$ cat src/rtl/multdiv_seq_pkg.sv
// -----------------------------------------------------------------------------
// multdiv_seq_pkg
// Shared definitions for the sequential multiply/divide unit:
//   - state_t    : controller state encoding (IDLE, MUL, DIV, DONE)
//   - OP_ADD/SUB : opcodes understood by the shared add/sub alu
//   - MD_WIDTH   : operand/result width
//   - MD_ITER    : iterations per operation, one per clock
// -----------------------------------------------------------------------------
package multdiv_seq_pkg;

    localparam int MD_WIDTH = 32;
    localparam int MD_ITER  = 32;

    localparam logic [4:0] OP_ADD = 5'b00000;
    localparam logic [4:0] OP_SUB = 5'b00001;

    typedef enum logic [1:0] {
        ST_IDLE = 2'd0,
        ST_MUL  = 2'd1,
        ST_DIV  = 2'd2,
        ST_DONE = 2'd3
    } state_t;

endpackage : multdiv_seq_pkg

$ cat src/rtl/alu.sv
// -----------------------------------------------------------------------------
// alu
// Combinational 32-bit add/sub ALU of the execute stage.
// Ports:
//   data_operandA, data_operandB : two's complement operands
//   ctrl_ALUopcode               : OP_ADD (A+B) or OP_SUB (A-B); others add
//   data_result                  : 32-bit sum/difference
//   isNotEqual                   : A != B
//   isLessThan                   : A < B (signed)
//   overflow                     : signed overflow of the add/sub
// -----------------------------------------------------------------------------
module alu
    import multdiv_seq_pkg::*;
(
    input  logic [31:0] data_operandA,
    input  logic [31:0] data_operandB,
    input  logic [4:0]  ctrl_ALUopcode,
    output logic [31:0] data_result,
    output logic        isNotEqual,
    output logic        isLessThan,
    output logic        overflow
);

    logic        is_sub;
    logic [31:0] b_eff;

    // Subtraction is A + ~B + 1; overflow is judged on the effective addend so
    // the same rule covers both add and sub.
    always_comb begin
        is_sub      = (ctrl_ALUopcode == OP_SUB);
        b_eff       = is_sub ? ~data_operandB : data_operandB;
        data_result = data_operandA + b_eff + {31'd0, is_sub};
        overflow    = (data_operandA[31] == b_eff[31]) &&
                      (data_result[31] != data_operandA[31]);
        isNotEqual  = (data_operandA != data_operandB);
        isLessThan  = ($signed(data_operandA) < $signed(data_operandB));
    end

endmodule : alu

$ cat src/rtl/multdiv_ctrl.sv
// -----------------------------------------------------------------------------
// multdiv_ctrl
// Sequencer for multdiv_seq: FSM plus iteration counter.
// Ports:
//   clock, reset   : clock and synchronous active-high reset
//   start_mul      : multiply start pulse (wins over start_div)
//   start_div      : divide start pulse
//   div_zero       : latched divisor is zero; skip straight to DONE
//   iterate        : datapath performs one Booth / division step this cycle
//   finish         : datapath loads the result registers this cycle
//   rdy            : high for the single cycle spent in DONE
// -----------------------------------------------------------------------------
module multdiv_ctrl
    import multdiv_seq_pkg::*;
#(
    parameter int ITER = MD_ITER
) (
    input  logic clock,
    input  logic reset,
    input  logic start_mul,
    input  logic start_div,
    input  logic div_zero,
    output logic iterate,
    output logic finish,
    output logic rdy
);

    localparam int              CNT_W    = $clog2(ITER + 1);
    localparam logic [CNT_W-1:0] CNT_LAST = CNT_W'(ITER);

    state_t           state_q;
    state_t           state_d;
    logic [CNT_W-1:0] count_q;
    logic [CNT_W-1:0] count_d;

    // State and counter registers; reset wins over any start pulse.
    always_ff @(posedge clock) begin
        if (reset) begin
            state_q <= ST_IDLE;
            count_q <= '0;
        end else begin
            state_q <= state_d;
            count_q <= count_d;
        end
    end

    // A start pulse restarts from any state. Once the counter reaches ITER all
    // steps are done and the following edge loads the results and enters DONE.
    always_comb begin
        state_d = state_q;
        count_d = count_q;
        iterate = 1'b0;
        finish  = 1'b0;
        rdy     = (state_q == ST_DONE);

        if (start_mul) begin
            state_d = ST_MUL;
            count_d = '0;
        end else if (start_div) begin
            state_d = ST_DIV;
            count_d = '0;
        end else begin
            case (state_q)
                ST_IDLE: state_d = ST_IDLE;
                ST_MUL, ST_DIV: begin
                    if ((state_q == ST_DIV && div_zero) || count_q == CNT_LAST) begin
                        state_d = ST_DONE;
                        finish  = 1'b1;
                    end else begin
                        iterate = 1'b1;
                        count_d = count_q + CNT_W'(1);
                    end
                end
                ST_DONE: state_d = ST_IDLE;
                default: state_d = ST_IDLE;
            endcase
        end
    end

endmodule : multdiv_ctrl

$ cat src/rtl/multdiv_seq.sv
// -----------------------------------------------------------------------------
// multdiv_seq
// Multicycle signed 32-bit multiply (radix-2 Booth) / divide (restoring on
// magnitudes) unit sharing one add/sub alu for every iteration step.
// Ports:
//   clock, reset          : clock and synchronous active-high reset
//   data_operandA         : multiplicand / dividend
//   data_operandB         : multiplier / divisor
//   ctrl_MULT, ctrl_DIV   : one-cycle start pulses (MULT wins if both)
//   data_result           : low product word or truncated quotient
//   data_exception        : product overflow, divide by zero or MIN / -1
//   data_resultRDY        : one-cycle pulse when the result is valid
// -----------------------------------------------------------------------------
module multdiv_seq
    import multdiv_seq_pkg::*;
#(
    parameter int WIDTH = MD_WIDTH,
    parameter int ITER  = MD_ITER
) (
    input  logic             clock,
    input  logic             reset,
    input  logic [WIDTH-1:0] data_operandA,
    input  logic [WIDTH-1:0] data_operandB,
    input  logic             ctrl_MULT,
    input  logic             ctrl_DIV,
    output logic [WIDTH-1:0] data_result,
    output logic             data_exception,
    output logic             data_resultRDY
);

    localparam logic [WIDTH-1:0] MIN_VAL = {1'b1, {(WIDTH-1){1'b0}}};

    logic             start;
    logic             iterate;
    logic             finish;

    // acc_q doubles as the division remainder, q_q as multiplier / quotient,
    // mcand_q as multiplicand / divisor magnitude.
    logic             is_div_q;
    logic [WIDTH-1:0] acc_q;
    logic [WIDTH-1:0] q_q;
    logic             q_m1_q;
    logic [WIDTH-1:0] mcand_q;
    logic             neg_q;
    logic             div_zero_q;
    logic             div_ovf_q;

    logic [WIDTH-1:0] a_mag;
    logic [WIDTH-1:0] b_mag;
    logic [WIDTH-1:0] rem_shift;
    logic [WIDTH-1:0] alu_a;
    logic [WIDTH-1:0] alu_b;
    logic [4:0]       alu_op;
    logic [WIDTH-1:0] alu_sum;
    logic             alu_ovf;
    logic             alu_ne_unused;
    logic             alu_lt_unused;
    logic             booth_add;
    logic [WIDTH-1:0] acc_pre;
    logic             shift_sign;
    logic             div_borrow;
    logic [WIDTH:0]   prod_hi;
    logic             mul_exc;
    logic [WIDTH-1:0] quo_signed;

    assign start = ctrl_MULT | ctrl_DIV;

    multdiv_ctrl #(
        .ITER(ITER)
    ) u_ctrl (
        .clock    (clock),
        .reset    (reset),
        .start_mul(ctrl_MULT),
        .start_div(ctrl_DIV),
        .div_zero (div_zero_q),
        .iterate  (iterate),
        .finish   (finish),
        .rdy      (data_resultRDY)
    );

    alu u_alu (
        .data_operandA (alu_a),
        .data_operandB (alu_b),
        .ctrl_ALUopcode(alu_op),
        .data_result   (alu_sum),
        .isNotEqual    (alu_ne_unused),
        .isLessThan    (alu_lt_unused),
        .overflow      (alu_ovf)
    );

    // Operand muxing for the shared alu plus the per-step next values.
    // Division compares unsigned magnitudes; the borrow of the subtraction is
    // recovered from the operand MSBs and the difference MSB. Booth's shift-in
    // bit is the true 33-bit sign, hence the overflow correction.
    always_comb begin
        a_mag     = data_operandA[WIDTH-1] ? -data_operandA : data_operandA;
        b_mag     = data_operandB[WIDTH-1] ? -data_operandB : data_operandB;
        rem_shift = {acc_q[WIDTH-2:0], q_q[WIDTH-1]};

        alu_a  = acc_q;
        alu_b  = mcand_q;
        alu_op = OP_ADD;
        if (is_div_q) begin
            alu_a  = rem_shift;
            alu_op = OP_SUB;
        end else if ({q_q[0], q_m1_q} == 2'b10) begin
            alu_op = OP_SUB;
        end

        booth_add  = ~is_div_q & (q_q[0] ^ q_m1_q);
        acc_pre    = booth_add ? alu_sum : acc_q;
        shift_sign = booth_add ? (alu_sum[WIDTH-1] ^ alu_ovf) : acc_q[WIDTH-1];

        div_borrow = (~rem_shift[WIDTH-1] & mcand_q[WIDTH-1]) |
                     (~(rem_shift[WIDTH-1] ^ mcand_q[WIDTH-1]) & alu_sum[WIDTH-1]);

        prod_hi    = {acc_q, q_q[WIDTH-1]};
        mul_exc    = ~((&prod_hi) | ~(|prod_hi));
        quo_signed = neg_q ? -q_q : q_q;
    end

    // Datapath registers: a start loads fresh operands, otherwise each
    // iterate cycle performs one Booth step or one shift-subtract step.
    always_ff @(posedge clock) begin
        if (reset) begin
            is_div_q   <= 1'b0;
            acc_q      <= '0;
            q_q        <= '0;
            q_m1_q     <= 1'b0;
            mcand_q    <= '0;
            neg_q      <= 1'b0;
            div_zero_q <= 1'b0;
            div_ovf_q  <= 1'b0;
        end else if (start) begin
            is_div_q <= ~ctrl_MULT;
            acc_q    <= '0;
            q_m1_q   <= 1'b0;
            if (ctrl_MULT) begin
                q_q        <= data_operandB;
                mcand_q    <= data_operandA;
                neg_q      <= 1'b0;
                div_zero_q <= 1'b0;
                div_ovf_q  <= 1'b0;
            end else begin
                q_q        <= a_mag;
                mcand_q    <= b_mag;
                neg_q      <= data_operandA[WIDTH-1] ^ data_operandB[WIDTH-1];
                div_zero_q <= (data_operandB == '0);
                div_ovf_q  <= (data_operandA == MIN_VAL) && (&data_operandB);
            end
        end else if (iterate) begin
            if (is_div_q) begin
                acc_q <= div_borrow ? rem_shift : alu_sum;
                q_q   <= {q_q[WIDTH-2:0], ~div_borrow};
            end else begin
                acc_q  <= {shift_sign, acc_pre[WIDTH-1:1]};
                q_q    <= {acc_pre[0], q_q[WIDTH-1:1]};
                q_m1_q <= q_q[0];
            end
        end
    end

    // Result registers only change when entering DONE, so they hold the last
    // answer until the next completed operation or a reset.
    always_ff @(posedge clock) begin
        if (reset) begin
            data_result    <= '0;
            data_exception <= 1'b0;
        end else if (finish) begin
            if (is_div_q) begin
                data_result    <= div_zero_q ? '0 : quo_signed;
                data_exception <= div_zero_q | div_ovf_q;
            end else begin
                data_result    <= q_q;
                data_exception <= mul_exc;
            end
        end
    end

endmodule : multdiv_seq

$ cat config.mk
export PLATFORM = sky130hd
export DESIGN_NAME = multdiv_seq
export DESIGN_NICKNAME = d
export VERILOG_FILES = /design/src/rtl/multdiv_seq_pkg.sv /design/src/rtl/alu.sv /design/src/rtl/multdiv_ctrl.sv /design/src/rtl/multdiv_seq.sv
export SDC_FILE = /design/constraint.sdc
export NUM_CORES = 1
export LEC_CHECK = 0
export ABC_AREA = 1
export CORE_MARGIN = 4
export CORE_UTILIZATION = 55
export CTS_CLUSTER_DIAMETER = 100
export DETAILED_ROUTE_END_ITERATION = 8
export PLACE_DENSITY = 0.84
export SYNTH_ARGS = -nofsm -noshare
export SYNTH_HDL_FRONTEND = slang
export SYNTH_HIERARCHICAL = 1
export SYNTH_SLANG_ARGS = --single-unit
$ cat constraint.sdc
create_clock -name clock -period 3.22 [get_ports clock]
set_input_delay 0.644 -clock clock [delete_from_list [all_inputs] [get_ports clock]]
set_output_delay 0.644 -clock clock [all_outputs]
set_load 0.01 [all_outputs]
==> results.txt, run 1 <==
----------------------------------------------------
[Timing]
  Fin Clk Skew ... 0.0182 ns
  Minimum hold slack ... 0.471 ns
  Max-Slew Margin vs Limit ... 36.1%
  Transition time of the tightest slew-check pin ... 0.957 ns
  Setup WS post-layout ... -0.334 ns
  Final Hold Violating Endpoints ... 0
  Peak Freq ... 0.281 GHz
  Setup Viol. Count Final ... 33
  Unrepaired setup endpoints after global routing ... true
  Period minus WS final ... 3.55 ns
  Share of the clock period used by the worst path after layout ... 110%
  Max-slew violation count ... 0
  Total negative slack for setup checks ... -9.21 ns

[Power and ir drop]
  Switching power summed over all nets ... 2150 uW
  Power density over the cells ... 328 nW/um^2
  Share of power burned in the clock network ... 38.0%
  Proportion of power drawn by combinational gates ... 26.9%
  Internal power ... 3430 uW
  Sequential fraction of design power ... 35.0%
  VDD IR max ... 0.411 mV
  Proportion of total power due to net switching ... 38.5%
  Standby leakage power ... 0.00712 uW

[Die]
  Core Rows ... 56
  Die Ht ... 163 um
  Area of the core ... 23500 sq um
  Chip Width ... 163 um
  Initial core utilization ... 56.1%
  I/O pin count ... 102
  DIE AREA ... 26500 sq um

[Worst setup path]
  Worst setup EP type ... flop
  Kind of start point of the critical path ... flop
  Data required, critical path ... 3.59 ns
  Arrival time worst endpoint ... 3.92 ns
  Setup Crit Path Kind ... reg -> reg
  Max FO, Critical Path ... 7

[Placed design]
  Half-perimeter wire length after detailed placement ... 40.3 mm
  Number of buffer cells added on primary ports ... 101
  Placed inst area ... 15400 sq um
  Routability Congestion ... 1.04
  Placed Instances ... 2689

[Clock network]
  CTS tree ... built
  Worst-Skew Late Latency ... 0.45 ns
  Count of H-tree levels built during CTS ... 4
  Clock Sink Count ... 142
  Max Root-Sink Buffers ... 2
  CTS root buffer ... sky130_fd_sc_hd__clkbuf_16
  CTS buffer count ... 17
  Hold bufs inserted after CTS ... 0
  Clock Pin Slew Worst Setup and Hold Paths ... 0.07 ns

[Global route]
  Met1 GRT Util ... 52.2%
  Overflow left after global routing ... 0
  Total global routing track utilization ... 40.0%
  Global route hottest layer ... met2
  Largest net degree at the start of global routing ... 62
  Global Route met3 Usage ... 7.97%
  First-pass GRT wire length ... 84.3 mm
  Via count of the first global-routing pass ... 15700
  Number of antenna violations at the first check in global routing ... 0
  Met2 layer usage reported by global route ... 62.4%

[Synthesis]
  Count of yosys warnings during synthesis ... 6
  Mapped Cells ... 2212
  Average footprint of a synthesized cell ... 5.95 sq um
  Netlist area before placement ... 13200 sq um

[Job]
  Count of maximum capacitance violations ... 0

[Detailed routing]
  Number of DRC violations after detailed-routing iteration 0 ... 2437
  Residual antenna-violating net count after detailed routing ... 0
  Aggregate routed wire length ... 55.6 mm
  WL/cell ... 20.2 um
  Remaining routing DRC violations ... 0
  First drt pass iteration count ... 7
  Number of vias in the routed layout ... 17200
  Mean number of vias per cell ... 6.26

[Cells and area]
  Layout cells sized above 1 ... 17.5%
  Commonest non-fill, non-tap cell in the layout ... sky130_fd_sc_hd__nand2_1
  Nets ... 2531
  Finished Cell Area ... 17000 sq um
  Area growth, synth to finish ... 29.4%
  Most frequent cells in the layout ... 511 x sky130_fd_sc_hd__nand2_1, 219 x sky130_fd_sc_hd__inv_1, 184 x sky130_fd_sc_hd__buf_4
  Non-filler cells, final ... 2753
  N_diodes ... 0

[Status]
  Result of the run ... finished with violations
  Failing checks ... negative setup slack

[Worst hold path]
  Min-Delay Path Class ... reg -> reg

----------------------------------------------------
[per-layer routing]
layer | share of wire [%] | routed length [um]
met5 | 0 | 0
met4 | 6.8 | 3780
met3 | 12 | 6680
met2 | 44 | 24300
met1 | 37 | 20800
[repair_timing]
action,CTS,global route
pin swaps,24,38
cloned,4,0
resized for setup,57,95
setup buffers,13,18
endpoints found under the setup margin,33,33
[through the flow]
step	utilization [%]	setup slack, ns	total power, uW
after detailed placement	65.8	-0.281	3300
after global routing	72.5	-0.441	5730
final	72.5	-0.334	5580
after global placement	65.8	-0.191	3270
after CTS	70.1	-0.139	5430
after floorplan	-	0.0000606	2760
[final timing paths]
path / start / endpoint / slack [ns] / cells past startpoint
worst min register to register: data_result[0] / data_result[0] / 0.47 / 2
worst max-delay path: q_m1_q / acc_q[14] / -0.33 / 21
worst min-delay path: data_result[0] / data_result[0] / 0.47 / 2
worst max register to register: q_m1_q / acc_q[14] / -0.33 / 21
[registers in the layout, summed over array words and instances (netlist names)]
signal,flops
acc_q,32
alu_b,32
data_result,32
q_q,32
u_ctrl/count_q,6
u_ctrl/state_q,2
data_exception,1
div_ovf_q,1
div_zero_q,1
is_div_q,1
neg_q,1
q_m1_q,1
[power by group through the flow]
stage                     Clock, uW  Combinational, uW  Sequential [uW]
after floorplan                   0                841             1920
after global placement            0               1290             1980
after detailed placement          0               1310             1980
after CTS                      2110               1380             1940
after global routing           2170               1610             1960
final                          2120               1500             1960
[cell type report]
class / instances / area [sq um]
tap: 319 / 399
clock buffer: 17 / 425
fill: 1951 / 6450
multi-input combinational: 1722 / 9620
clock inverter: 15 / 178
sequential: 142 / 2850
timing repair buffer: 301 / 2660
inverter: 237 / 896
[worst max-delay path, stage by stage, from the launching register on]
cell                      delay, ns
sky130_fd_sc_hd__dfxtp_2       0.34
sky130_fd_sc_hd__inv_2         0.04
sky130_fd_sc_hd__ha_4          0.14
sky130_fd_sc_hd__or2_4         0.23
sky130_fd_sc_hd__inv_4         0.06
sky130_fd_sc_hd__nor2_4        0.03
sky130_fd_sc_hd__nand3_4       0.14
sky130_fd_sc_hd__buf_4         0.26
sky130_fd_sc_hd__xor2_4        0.20
sky130_fd_sc_hd__ha_4          0.23
sky130_fd_sc_hd__a21oi_2       0.17
sky130_fd_sc_hd__o21ai_1       0.14
sky130_fd_sc_hd__a21oi_1       0.19
sky130_fd_sc_hd__o21a_1        0.23
sky130_fd_sc_hd__nand2_4       0.08
sky130_fd_sc_hd__nand2_4       0.07
sky130_fd_sc_hd__nand2_4       0.06
sky130_fd_sc_hd__a21o_4        0.30
sky130_fd_sc_hd__buf_16        0.18
sky130_fd_sc_hd__o21ai_4       0.12
sky130_fd_sc_hd__o21ai_2       0.06
sky130_fd_sc_hd__a31oi_1       0.18
No activity file was read; power rests on OpenSTA's default activity.
==> inputs of run 2 (changes only) <==
--- a/config.mk
+++ b/config.mk
@@ -5,7 +5,6 @@
 export SDC_FILE = /design/constraint.sdc
 export NUM_CORES = 1
 export LEC_CHECK = 0
-export ABC_AREA = 1
 export CORE_MARGIN = 4
 export CORE_UTILIZATION = 55
 export CTS_CLUSTER_DIAMETER = 100
==> run 2 against run 1 <==
- the run ends with design-rule violations, negative setup slack left
- critical path depth grew 4
- flip-flop and latch count unchanged
- worst hold slack better by 0.0047 ns
- combinational power is essentially flat
- fmax decreased by 23%
- sequential power fell by 2%
- power fell by 0.77%
- synthesized cell count decreased by 25%
- global-route usage down 2.8 points
- worst setup slack worse by 1.1 ns
- count of clock-buffer cells in the layout unchanged
- core utilization rose by 1.8 points
- critical path type unchanged
- critical endpoint is now acc_q[27]
==> results.txt, run 2 <==
----------------------------------------------------
[Die]
  Chip Width ... 161 um (-1.1%)
  Initial core utilization ... 56.3% (+0.23 points)
  Die Ht ... 161 um (-1.1%)
  I/O pin count ... 102 (unchanged)
  Area of the core ... 22800 sq um (-2.7%)
  Core Rows ... 55 (-1.8%)
  DIE AREA ... 25900 sq um (-2.2%)

[Timing]
  Setup WS post-layout ... -1.39 ns (-1.05 ns)
  Unrepaired setup endpoints after global routing ... true
  Peak Freq ... 0.217 GHz (-23%)
  Max-Slew Margin vs Limit ... 45.6% (+9.4 points)
  Final Hold Violating Endpoints ... 0 (unchanged)
  Setup Viol. Count Final ... 33 (unchanged)
  Period minus WS final ... 4.61 ns (+1.05 ns)
  Fin Clk Skew ... 0.0188 ns (+0.000610 ns)
  Share of the clock period used by the worst path after layout ... 143% (+33 points)
  Transition time of the tightest slew-check pin ... 0.809 ns (-0.148 ns)
  Max-slew violation count ... 0 (unchanged)

[Power and ir drop]
  VDD IR max ... 0.303 mV (-26%)
  Power density over the cells ... 326 nW/um^2 (-0.53%)
  Power after layout ... 5540 uW (-0.77%)
  Standby leakage power ... 0.00672 uW (-5.5%)

[Clock network]
  Max Root-Sink Buffers ... 2 (unchanged)
  Worst-Skew Late Latency ... 0.46 ns (about the same)
  Clock Sink Count ... 142 (unchanged)
  CTS buffer count ... 17 (unchanged)
  CTS root buffer ... sky130_fd_sc_hd__clkbuf_16
  CTS tree ... built
  Clock Pin Slew Worst Setup and Hold Paths ... 0.08 ns (about the same)
  Count of H-tree levels built during CTS ... 4 (unchanged)

[Cells and area]
  N_diodes ... 0 (unchanged)
  Storage element area ... 2850 sq um (about the same)
  Nets ... 2071 (-18%)
  Area growth, synth to finish ... 32.1%
  Commonest non-fill, non-tap cell in the layout ... sky130_fd_sc_hd__buf_4
  Final standard cell utilization of the core ... 74.3% (+1.8 points)
  Layout cells sized above 1 ... 22.7% (+5.2 points)
  Area taken by multi-input logic gates ... 9390 sq um (-2.4%)
  Filler cell count in the final layout ... 1646 (-16%)
  Finished Cell Area ... 17000 sq um (-0.24%)
  Most frequent cells in the layout ... 282 x sky130_fd_sc_hd__buf_4, 149 x sky130_fd_sc_hd__nor2_1, 139 x sky130_fd_sc_hd__dfxtp_1

[Worst hold path]
  Hold worst-path end ... data_result[6]
  Min-Delay Path Class ... reg -> reg
  Start point of the worst hold path ... data_result[6]
  Depth of the worst hold-timing path ... 2 (unchanged)

[Global route]
  Total global routing track utilization ... 37.3% (-2.8 points)
  First-pass GRT wire length ... 78.6 mm (-6.7%)
  Via count of the first global-routing pass ... 14700 (-6.0%)
  Largest net degree at the start of global routing ... 69 (+11%)
  Overflow left after global routing ... 0 (unchanged)
  Number of antenna violations at the first check in global routing ... 0 (unchanged)

[Detailed routing]
  Mean number of vias per cell ... 6.75 (+7.9%)
  Residual antenna-violating net count after detailed routing ... 0 (unchanged)
  WL/cell ... 22.4 um (+11%)
  Remaining routing DRC violations ... 1 (+1)
  Number of DRC violations after detailed-routing iteration 0 ... 1883 (-23%)
  First drt pass iteration count ... 9 (+2)
  Aggregate routed wire length ... 51.2 mm (-7.8%)
  Number of vias in the routed layout ... 15400 (-10%)

[Worst setup path]
  Worst setup EP type ... flop
  Data required, critical path ... 3.54 ns (-0.05 ns)
  Setup Crit Path Kind ... reg -> reg
  Worst Reg-to-Reg Cells ... 25 (+19%)
  Arrival time worst endpoint ... 4.93 ns (+1.01 ns)
  Register-to-Register Setup Slack ... -1.39 ns (-1.05 ns)
  Max FO, Critical Path ... 7 (unchanged)
  Kind of start point of the critical path ... flop
  Origin of the critical flop-to-flop path ... q_m1_q
  Reg-to-reg critical path endpoint ... acc_q[27]

[Placed design]
  Placed inst area ... 15700 sq um (+1.7%)
  Half-perimeter wire length after detailed placement ... 34.0 mm (-16%)
  Routability Congestion ... 1.03 (-1.0%)
  Number of buffer cells added on primary ports ... 101 (unchanged)

[Synthesis]
  Mapped Cells ... 1668 (-25%)
  Average footprint of a synthesized cell ... 7.71 sq um (+30%)
  Netlist area before placement ... 12900 sq um (-2.3%)
  Count of yosys warnings during synthesis ... 6 (unchanged)

[Status]
  Failing checks ... design-rule violations, negative setup slack
  Result of the run ... finished with violations

[Job]
  Count of maximum capacitance violations ... 0 (unchanged)

----------------------------------------------------
-- run 2: what timing repair did --
item                                    in CTS  in global routing
resized for setup                           29                 26
setup buffers                               43                 16
hold buffers                                 0                  0
cloned                                       5                  1
pin swaps                                   28                 49
endpoints found under the setup margin      33                 37
-- run 2: final cells by class --
| cell class | instances | share of cell area (%) |
|---|---|---|
| Clock buffer | 17 | 2.51 |
| Clock inverter | 15 | 1.08 |
| Sequential cell | 142 | 16.8 |
| Multi-Input combinational cell | 1325 | 55.3 |
| Timing Repair Buffer | 398 | 20.3 |
| Inverter | 77 | 1.70 |
| Tap cell | 313 | 2.31 |
-- run 2: per-layer routing --
| metal | global-route usage, % | share of wire (%) |
|---|---|---|
| met1 | 43.0 | 36 |
| met2 | 62.5 | 46 |
| met3 | 8.44 | 10 |
| met4 | 23.7 | 8.2 |
| met5 | 0 | 0 |
-- run 2: worst max-delay path by stage --
stage / start / endpoint / slack (ns) / depth (start not counted)
final: q_m1_q / acc_q[27] / -1.39 / 25
after global routing: q_m1_q / acc_q[28] / -1.55 / 25
after CTS: q_m1_q / acc_q[1] / -0.92 / 23
after floorplan: is_div_q / acc_q[3] / -0.98 / 22
after detailed placement: q_m1_q / acc_q[29] / -1.57 / 20
after global placement: q_m1_q / acc_q[25] / -1.35 / 20
-- run 2: metrics by stage --
step | instances | setup slack [ns] | TNS, ns | hold WS, ns
finish | 2287 | -1.39 | -43.05 | 0.475
global route | 2287 | -1.55 | -49.07 | 0.497
CTS | 2286 | -0.917 | -29.27 | 0.479
detailed placement | 2206 | -1.57 | -47.91 | 0.465
global placement | 2206 | -1.35 | -41.09 | 0.464
floorplan | 1673 | -0.982 | -31.49 | 0.449
-- run 2: report_power, final --
part,leakage [uW],switching (uW),total (uW),internal (uW)
Sequential,0.00116,104,1920,1820
Combinational,0.00527,843,1530,690
Clock,0.000294,1020,2080,1060
-- run 2: worst max-delay path: stages (launching register included) --
cell and delay (ns):
sky130_fd_sc_hd__dfxtp_2 0.38, sky130_fd_sc_hd__inv_2 0.07, sky130_fd_sc_hd__ha_4 0.16, sky130_fd_sc_hd__or2_4 0.23, sky130_fd_sc_hd__nor4b_4 0.15, sky130_fd_sc_hd__buf_4 0.15
sky130_fd_sc_hd__buf_4 0.15, sky130_fd_sc_hd__buf_4 0.15, sky130_fd_sc_hd__xnor2_1 0.26, sky130_fd_sc_hd__ha_1 0.33, sky130_fd_sc_hd__a21oi_1 0.32, sky130_fd_sc_hd__o21ai_0 0.14
sky130_fd_sc_hd__inv_1 0.13, sky130_fd_sc_hd__a21oi_4 0.07, sky130_fd_sc_hd__o211ai_1 0.23, sky130_fd_sc_hd__buf_4 0.18, sky130_fd_sc_hd__a21o_1 0.14, sky130_fd_sc_hd__nand3_2 0.12
sky130_fd_sc_hd__a21oi_4 0.18, sky130_fd_sc_hd__buf_6 0.12, sky130_fd_sc_hd__buf_6 0.12, sky130_fd_sc_hd__buf_12 0.14, sky130_fd_sc_hd__mux2i_4 0.23, sky130_fd_sc_hd__a21oi_2 0.08
sky130_fd_sc_hd__mux2i_1 0.18, sky130_fd_sc_hd__nor2_1 0.06
